## src/rtl/face_mask_overlay.sv

```systemverilog
// -----------------------------------------------------------------------------
// face_mask_overlay
//
// Streaming compositor for the output end of a face-detection core. It joins
// the original pixel stream with the per-pixel face-mask bit stream (both in
// raster order) and emits the composited tile. Every pixel whose mask bit is
// set is replaced by MARK_VALUE, which draws the detection rectangles. One
// square tile of side x side pixels is processed per accepted start.
//
// Optional feature macro: FACE_OVERLAY_COUNT_EN
//   When defined, the block adds a 32-bit mark_count output. It counts the
//   marked pixels of the current tile.
//
// Parameters
//   PIX_W       pixel width in bits
//   MARK_VALUE  value substituted on marked pixels (truncated to PIX_W)
//
// Ports
//   clk, reset            clock; asynchronous active-high reset
//   start, side           begin a tile of side x side pixels (IDLE only, side != 0)
//   pix_valid/ready/data  original pixel stream
//   mask_valid/ready/bit  face-mask stream, one bit per pixel
//   out_valid/ready/data  composited pixel stream
//   out_row_end           out_data is the last pixel of a row
//   out_last              out_data is the last pixel of the tile
//   busy                  tile in progress (RUN or FLUSH)
//   done                  one-cycle pulse after the final output handshake
//   mark_count            marked pixels in this tile (FACE_OVERLAY_COUNT_EN only)
// -----------------------------------------------------------------------------
module face_mask_overlay #(
  parameter int PIX_W      = 8,
  parameter int MARK_VALUE = 255
) (
  input  logic             clk,
  input  logic             reset,
  input  logic             start,
  input  logic [15:0]      side,
  input  logic             pix_valid,
  input  logic [PIX_W-1:0] pix_data,
  output logic             pix_ready,
  input  logic             mask_valid,
  input  logic             mask_bit,
  output logic             mask_ready,
  output logic             out_valid,
  output logic [PIX_W-1:0] out_data,
  input  logic             out_ready,
  output logic             out_row_end,
  output logic             out_last,
`ifdef FACE_OVERLAY_COUNT_EN
  output logic [31:0]      mark_count,
`endif
  output logic             busy,
  output logic             done
);

  localparam logic [PIX_W-1:0] MARK_PIX = PIX_W'(MARK_VALUE);

  typedef enum logic [1:0] {
    IDLE  = 2'd0,
    RUN   = 2'd1,
    FLUSH = 2'd2
  } state_t;

  state_t state, state_next;

  logic [15:0]      side_q;
  logic [15:0]      col;
  logic [15:0]      row;
  logic             col_last;
  logic             row_last;
  logic             space;
  logic             take;
  logic             start_ok;
  logic             final_hs;

  logic             vld_p0;
  logic [PIX_W-1:0] data_p0;
  logic             row_end_p0;
  logic             last_p0;
  logic             done_q;

  // Replace a pixel with the marker colour when it lies on a face border.
  function automatic logic [PIX_W-1:0] composite(input logic [PIX_W-1:0] pix,
                                                 input logic             mark);
    composite = mark ? MARK_PIX : pix;
  endfunction

  // The output register can accept a new pair when it is empty or is being
  // drained in this same cycle. Back-to-back transfers therefore need no bubble.
  assign space      = !vld_p0 || out_ready;
  assign pix_ready  = (state == RUN) && mask_valid && space;
  assign mask_ready = (state == RUN) && pix_valid && space;

  // A pair is consumed only when both streams present data together.
  // A lone valid on either side consumes nothing.
  assign take     = pix_valid && pix_ready;
  assign start_ok = (state == IDLE) && start && (side != 16'd0);
  assign final_hs = (state == FLUSH) && vld_p0 && out_ready && last_p0;

  assign col_last = (col == side_q - 16'd1);
  assign row_last = (row == side_q - 16'd1);

  always_ff @(posedge clk or posedge reset) begin
    if (reset) begin
      state <= IDLE;
    end else begin
      state <= state_next;
    end
  end

  always_comb begin
    state_next = state;
    case (state)
      IDLE:    if (start_ok) state_next = RUN;
      RUN:     if (take && col_last && row_last) state_next = FLUSH;
      FLUSH:   if (final_hs) state_next = IDLE;
      default: state_next = IDLE;
    endcase
  end

  // Tile geometry and raster position. The counters wrap to zero on the last
  // pixel of the tile, so they never exceed side-1.
  always_ff @(posedge clk or posedge reset) begin
    if (reset) begin
      side_q <= 16'd0;
      col    <= 16'd0;
      row    <= 16'd0;
    end else if (start_ok) begin
      side_q <= side;
      col    <= 16'd0;
      row    <= 16'd0;
    end else if (final_hs) begin
      col    <= 16'd0;
      row    <= 16'd0;
    end else if (take) begin
      if (col_last) begin
        col <= 16'd0;
        row <= row_last ? 16'd0 : row + 16'd1;
      end else begin
        col <= col + 16'd1;
      end
    end
  end

  // ---- stage p0: composited output register ----
  // The reset clears the data bits as well, so a mid-tile reset shows
  // all-zero outputs right away.
  always_ff @(posedge clk or posedge reset) begin
    if (reset) begin
      vld_p0     <= 1'b0;
      data_p0    <= '0;
      row_end_p0 <= 1'b0;
      last_p0    <= 1'b0;
    end else if (take) begin
      vld_p0     <= 1'b1;
      data_p0    <= composite(pix_data, mask_bit);
      row_end_p0 <= col_last;
      last_p0    <= col_last && row_last;
    end else if (out_ready) begin
      vld_p0     <= 1'b0;
    end
  end

  // done is registered. It pulses in the same cycle that the state returns
  // to IDLE, so busy falls together with it.
  always_ff @(posedge clk or posedge reset) begin
    if (reset) begin
      done_q <= 1'b0;
    end else begin
      done_q <= final_hs;
    end
  end

`ifdef FACE_OVERLAY_COUNT_EN
  logic [31:0] mark_cnt_q;

  always_ff @(posedge clk or posedge reset) begin
    if (reset) begin
      mark_cnt_q <= 32'd0;
    end else if (start_ok) begin
      mark_cnt_q <= 32'd0;
    end else if (take && mask_bit) begin
      mark_cnt_q <= mark_cnt_q + 32'd1;
    end
  end

  assign mark_count = mark_cnt_q;
`endif

  assign out_valid   = vld_p0;
  assign out_data    = data_p0;
  assign out_row_end = row_end_p0;
  assign out_last    = last_p0;
  assign busy        = (state != IDLE);
  assign done        = done_q;

endmodule

```

## config.mk

```make
export PLATFORM = sky130hd
export DESIGN_NAME = face_mask_overlay
export DESIGN_NICKNAME = d
export VERILOG_FILES = /design/src/rtl/face_mask_overlay.sv
export SDC_FILE = /design/constraint.sdc
export NUM_CORES = 1
export LEC_CHECK = 0
export BUFFER_PORTS_ARGS = -buffer_cell sky130_fd_sc_hd__buf_2
export CORE_AREA = 2 2 140 114
export DETAILED_ROUTE_END_ITERATION = 8
export DIE_AREA = 0 0 142 116
export PLACE_DENSITY_LB_ADDON = 0.1
export SETUP_SLACK_MARGIN = 0.05
export SLEW_MARGIN = 20
export SYNTH_ARGS = -nofsm -noshare
export SYNTH_HDL_FRONTEND = slang
export SYNTH_SLANG_ARGS = --single-unit
```

## constraint.sdc

```tcl
create_clock -name clk -period 4.8 [get_ports clk]
set_input_delay 0 -clock clk [delete_from_list [all_inputs] [get_ports clk]]
set_output_delay 0 -clock clk [all_outputs]
set_load 0.03 [all_outputs]
```

# After elaboration in Yosys (flattened, before gate mapping)
# Cells that the tools add are included.
[word_totals]
register_bits = 62
input_bits = 31
output_inout_bits = 15
elab_cells = 58
[classes]
addsub = 3
eq_ne = 7
mux = 16
reduce_logical = 23
[ops]
columns = ["operator", "n"]
rows = [
  ["$mux W16", 9],
  ["$add A16 B1 Y16 const B", 2],
  ["$eq A16 B16 Y1", 2],
  ["$reduce_bool A16 Y1", 1],
  ["$sub A16 B1 Y16 const B", 1],
  ["$logic_and A1 B1 Y1", 13],
  ["$mux W8", 1],
  ["$mux W2", 3],
  ["$pmux W2 S3", 1],
  ["$reduce_bool A3 Y1", 2],
  ["$ne A2 B2 Y1 const B", 2],
  ["$reduce_bool A2 Y1", 2],
  ["$reduce_and A3 Y1", 1],
  ["$eq A2 B1 Y1 const B", 1],
  ["$eq A2 B2 Y1 const B", 1],
  ["$logic_not A2 Y1", 1],
  ["$mux W1", 2],
  ["$ne A2 B1 Y1 const B", 1],
  ["$reduce_and A2 Y1", 1],
  ["$logic_not A1 Y1", 1],
  ["$logic_or A1 B1 Y1", 1],
]

# Logic depth before layout (Yosys ltp)
[logic_depth]
ltp_word = 8
ltp_mapped = 15
depth_no_buf = 10

# Worst setup path after synthesis
# OpenSTA, ideal clock, no wires.
[synth_timing]
kind = "reg-to-reg"
startpoint = "register side_q[0]"
endpoint = "register row[6]"
setup_time_ns = 0.130
arrival_ns = 3.298
required_ns = 4.670
slack_ns = 1.372
path_stages_with_launch = 15
path_buffers = 4
synth_period_minus_slack_ns = 3.428
path_cell_list = "dfrtp_1 -> buf_6 -> inv_1 -> ha_1 -> or3b_2 -> nor4_1 -> xnor2_1 -> o2111ai_1 -> or3b_2 -> or2_1 -> buf_6 -> buf_6 -> buf_2 -> o31ai_1 -> a21oi_1"
[synth_between]
elab_chain_len = 7
word_cells_on_any_way = 10
cone_classes = "add/sub: 1; eq/ne: 2; mux: 5; reduce/logical: 2"
[synth_rtl]
columns = ["item", "line_no", "text"]
rows = [
  ["start: declaration", "66", "logic [15:0] side_q;"],
  ["start signal: assignment", "129", "side_q <= side;"],
  ["$sub A16 B1 Y16 (*)", "100, 101", ""],
  ["$eq A16 B16 Y1", "101", "assign row_last = (row == side_q - 16'd1);"],
  ["$mux W16", "138", "row <= row_last ? 16'd0 : row + 16'd1;"],
  ["$mux W16", "136", "if (col_last) begin"],
  ["$mux W16", "135", "end else if (take) begin"],
  ["$mux W16", "132", "end else if (final_hs) begin"],
  ["$mux W16", "128", "end else if (start_ok) begin"],
  ["end signal: assignment", "138", ""],
  ["end: declaration", "68", "logic [15:0] row;"],
]
# Every way passes the cells marked *; elsewhere a longest branch is shown, timed or not. The select of a mux whose other input is x is not followed.
# A chain may end at the register's enable or synchronous reset.

# Worst setup path after layout
# Same ends and word-level chain as after synthesis.

==> metrics.txt <==
CP Max Fanout 27; CTS HTree Levels 3; dominant cells by area after synthesis dfrtp_1 (40%), xnor2_1 (7.0%), mux2_2 (5.3%); TNS Setup 0 ns; CTS Buffer Depth 2; P&R area growth vs syn 24.4%; Final Setup Violations 0; most frequent cells after synthesis dfrtp_1 (62), nand2_1 (39), nor2_1 (34); Setup Skew about 0.012 ns; initial antenna violation count 0; max_cap viols 0; ys async rst share 1.00; DP Wirelength just under 8000 µm; Finished Cell Area 4800 µm²; top cell type's share of synthesized area 0.402; Compound-Gate Fraction of Synth Area 0.140; Pwr per Cell Area about 300 nW/µm²; Final period util 0.878; share of cells above drive strength 1 0.209; number of CTS-inserted buffers 9; first-pass GRT wire length 17600 µm; Die W between 100 and 150 µm; ys flop type dfrtp_1; area share of fa/ha/maj cells after synthesis 0.00973; total congestion overflow 0; Hold Crit Depth 3; Worst VDD drop between 150 and 200 µV; Hold WC Path Type in2reg; IO Port Bufs 45; # DRC 0; Skew-Pair Late Insertion Delay around 0.34 ns; crit path DAT approximately 4.5 ns; endpoint type of the worst setup path flip-flop; Resized cells post-CTS 0; gr usage total 0.141; most frequent cell after synthesis dfrtp_1; total wire length between 10000 and 15000 µm; Rows 40; vias post-DR about 3300; CTS Root Cell clkbuf_16; Final nets 513; post-synth top area cell dfrtp_1; flops & latches, synth slightly above 60; CTS tree done; Fmax achieved 0.237 GHz; CORE AREA around 15000 µm²; number of fillers in the final layout ~1500; critical path class reg2reg; Seq/Total Area, Yosys 0.402; Syn Std Cell Area ~3900 µm²; XOR/XNOR Fraction of Synth Area 0.116; Avg Cell Area, Syn just over 9 µm²; area post-placement 4240 µm²; static leakage 2.15 nW; Pins Over Slew Limit 0; Final min period 4.21 ns; Synth Instances around 410; # IOs 46; CTS Sinks 62; status completed; Routed WL per cell about 16 µm; Final ANT Viol Nets 0; measured slew at the worst slew-check pin about 1 ns; DR pass1 iterations 5; RSZ-0062 raised after global routing no; Synth Warn # 0; mux cell area share after synthesis 0.0526; CP Data Required Time ~5.1 ns; R2R depth 10; die height around 120 µm; starting DRC count in detailed routing 121; EDFF count, synth 0; GPL Wtd Cong about 0.8; via density per instance just under 5; syn nets 447; final hold viol count 0; Distinct cells, synth 57; main combinational cell family by area after synthesis simple AND/OR/NAND/NOR gates; Max transition margin 0.338; full die area around 16000 µm²; post-synthesis simple-gate area fraction 0.239; vias in the first global route around 3300; largest net degree at the start of global routing 63; diode count 0; clock transition at the registers of the reported paths around 0.06 ns; CP startpoint kind flip-flop; Initial Utilization 0.258
[per-layer routing]
metal,global-route usage,part of all wire
met1,0.201,0.53
met5,0,0
met2,0.206,0.42
met4,0.0500,0.015
met3,0.0355,0.034
[where the power goes]
group / switching, mW / internal (mW)
combinational: 0.0959 / 0.0760
sequential: 0.0438 / 0.554
clock: 0.244 / 0.392
[sequential cells by signal (all words and copies together) (netlist names)]
signal / count
col: 16
done: 1
out_data: 8
out_last: 1
out_row_end: 1
out_valid: 1
row: 16
side_q: 16
state: 2
[logic make-up (layout without fill, tap and decap cells)]
kind of cell | count (synthesis) | in the layout
XOR/XNOR | 51 | 51
AND/OR/NAND/NOR | 169 | 169
adder cells (fa/ha/maj) | 3 | 3
multiplexers | 18 | 18
AO/OA/AOI/OAI | 78 | 78
flip-flops | 62 | 62
buffers and inverters | 32 | 103
[path summary, 6_finish.rpt]
path                                          from                       to  slack (ns)
setup / recovery             side_q[0]$_DFFE_PP0P_       row[6]$_DFFE_PP0P_        0.59
hold / removal                            mask_bit  out_data[6]$_DFFE_PP0P_        0.03
setup reg to reg             side_q[0]$_DFFE_PP0P_       row[6]$_DFFE_PP0P_        0.59
hold reg to reg            out_data[4]$_DFFE_PP0P_  out_data[4]$_DFFE_PP0P_        0.48
max in group asynchronous                    reset      row[12]$_DFFE_PP0P_        3.80
min in group asynchronous                    reset    out_valid$_DFFE_PP0P_        0.46
[timing repair]
item	CTS	global route
hold endpoints to repair	88	0
hold buffers	26	0
setup buffers	0	0
[through the flow]
step                      power, mW  utilization  instances  setup WS [ns]  hold WS (ns)
after floorplan               0.703            -        413           1.37         0.151
after global placement        0.765        0.284        631          0.848         0.251
after detailed placement      0.767        0.284        631          0.648         0.252
after CTS                      1.43        0.321        673          0.626        0.0111
after global routing           1.48        0.321        673          0.374        0.0451
final                          1.41        0.321        673          0.587        0.0273
[layout make-up]
| class | instances | area (µm²) | area share |
|---|---|---|---|
| Clock buffer | 12 | 267 | 0.0555 |
| Timing Repair Buffer | 77 | 531 | 0.111 |
| Multi-Input combinational cell | 319 | 2150 | 0.447 |
| Inverter | 10 | 37.5 | 0.00782 |
| Sequential cell | 62 | 1550 | 0.323 |
| Clock inverter | 4 | 28.8 | 0.00600 |
| Tap cell | 189 | 236 | 0.0493 |
[worst max-delay path, cell delays in order (launching register included)]
cell and delay, ns:
dfrtp_1 0.47, inv_1 0.09, ha_1 0.19, nor3b_1 0.67, nor2_1 0.14, a2111oi_1 0.49
o2111ai_1 0.18, or4_4 0.58, or2_1 0.54, or4_1 0.61, a21oi_1 0.16
[placed cells by master (no fill, tap or decap), types with 3 or more instances in the layout]
master / synthesis / routed
inv_1: 10 / 9
nor3_1: 9 / 9
or3_1: 6 / 6
nor4_1: 8 / 8
clkbuf_8: 0 / 3
or4_1: 9 / 9
ha_1: 3 / 3
o21ai_0: 19 / 19
clkbuf_16: 0 / 9
nand4_1: 6 / 6
xnor2_1: 31 / 31
nand2_1: 39 / 39
a31o_2: 3 / 3
or3b_2: 3 / 3
a21o_1: 4 / 4
buf_4: 0 / 6
buf_2: 5 / 45
and2_1: 3 / 3
nand3_1: 17 / 17
and3_1: 8 / 8
nand2b_1: 5 / 5
a211o_1: 3 / 3
mux2_2: 18 / 18
a21oi_1: 13 / 13
dlygate4sd3_1: 0 / 26
o2111ai_1: 5 / 5
dfrtp_1: 62 / 62
o31ai_1: 8 / 8
nor2_1: 34 / 34
a31oi_1: 3 / 3
nor3b_1: 6 / 6
xor2_1: 20 / 20
nand3b_1: 4 / 4
a2bb2oi_1: 3 / 3
(Power assumes the default switching activity.)
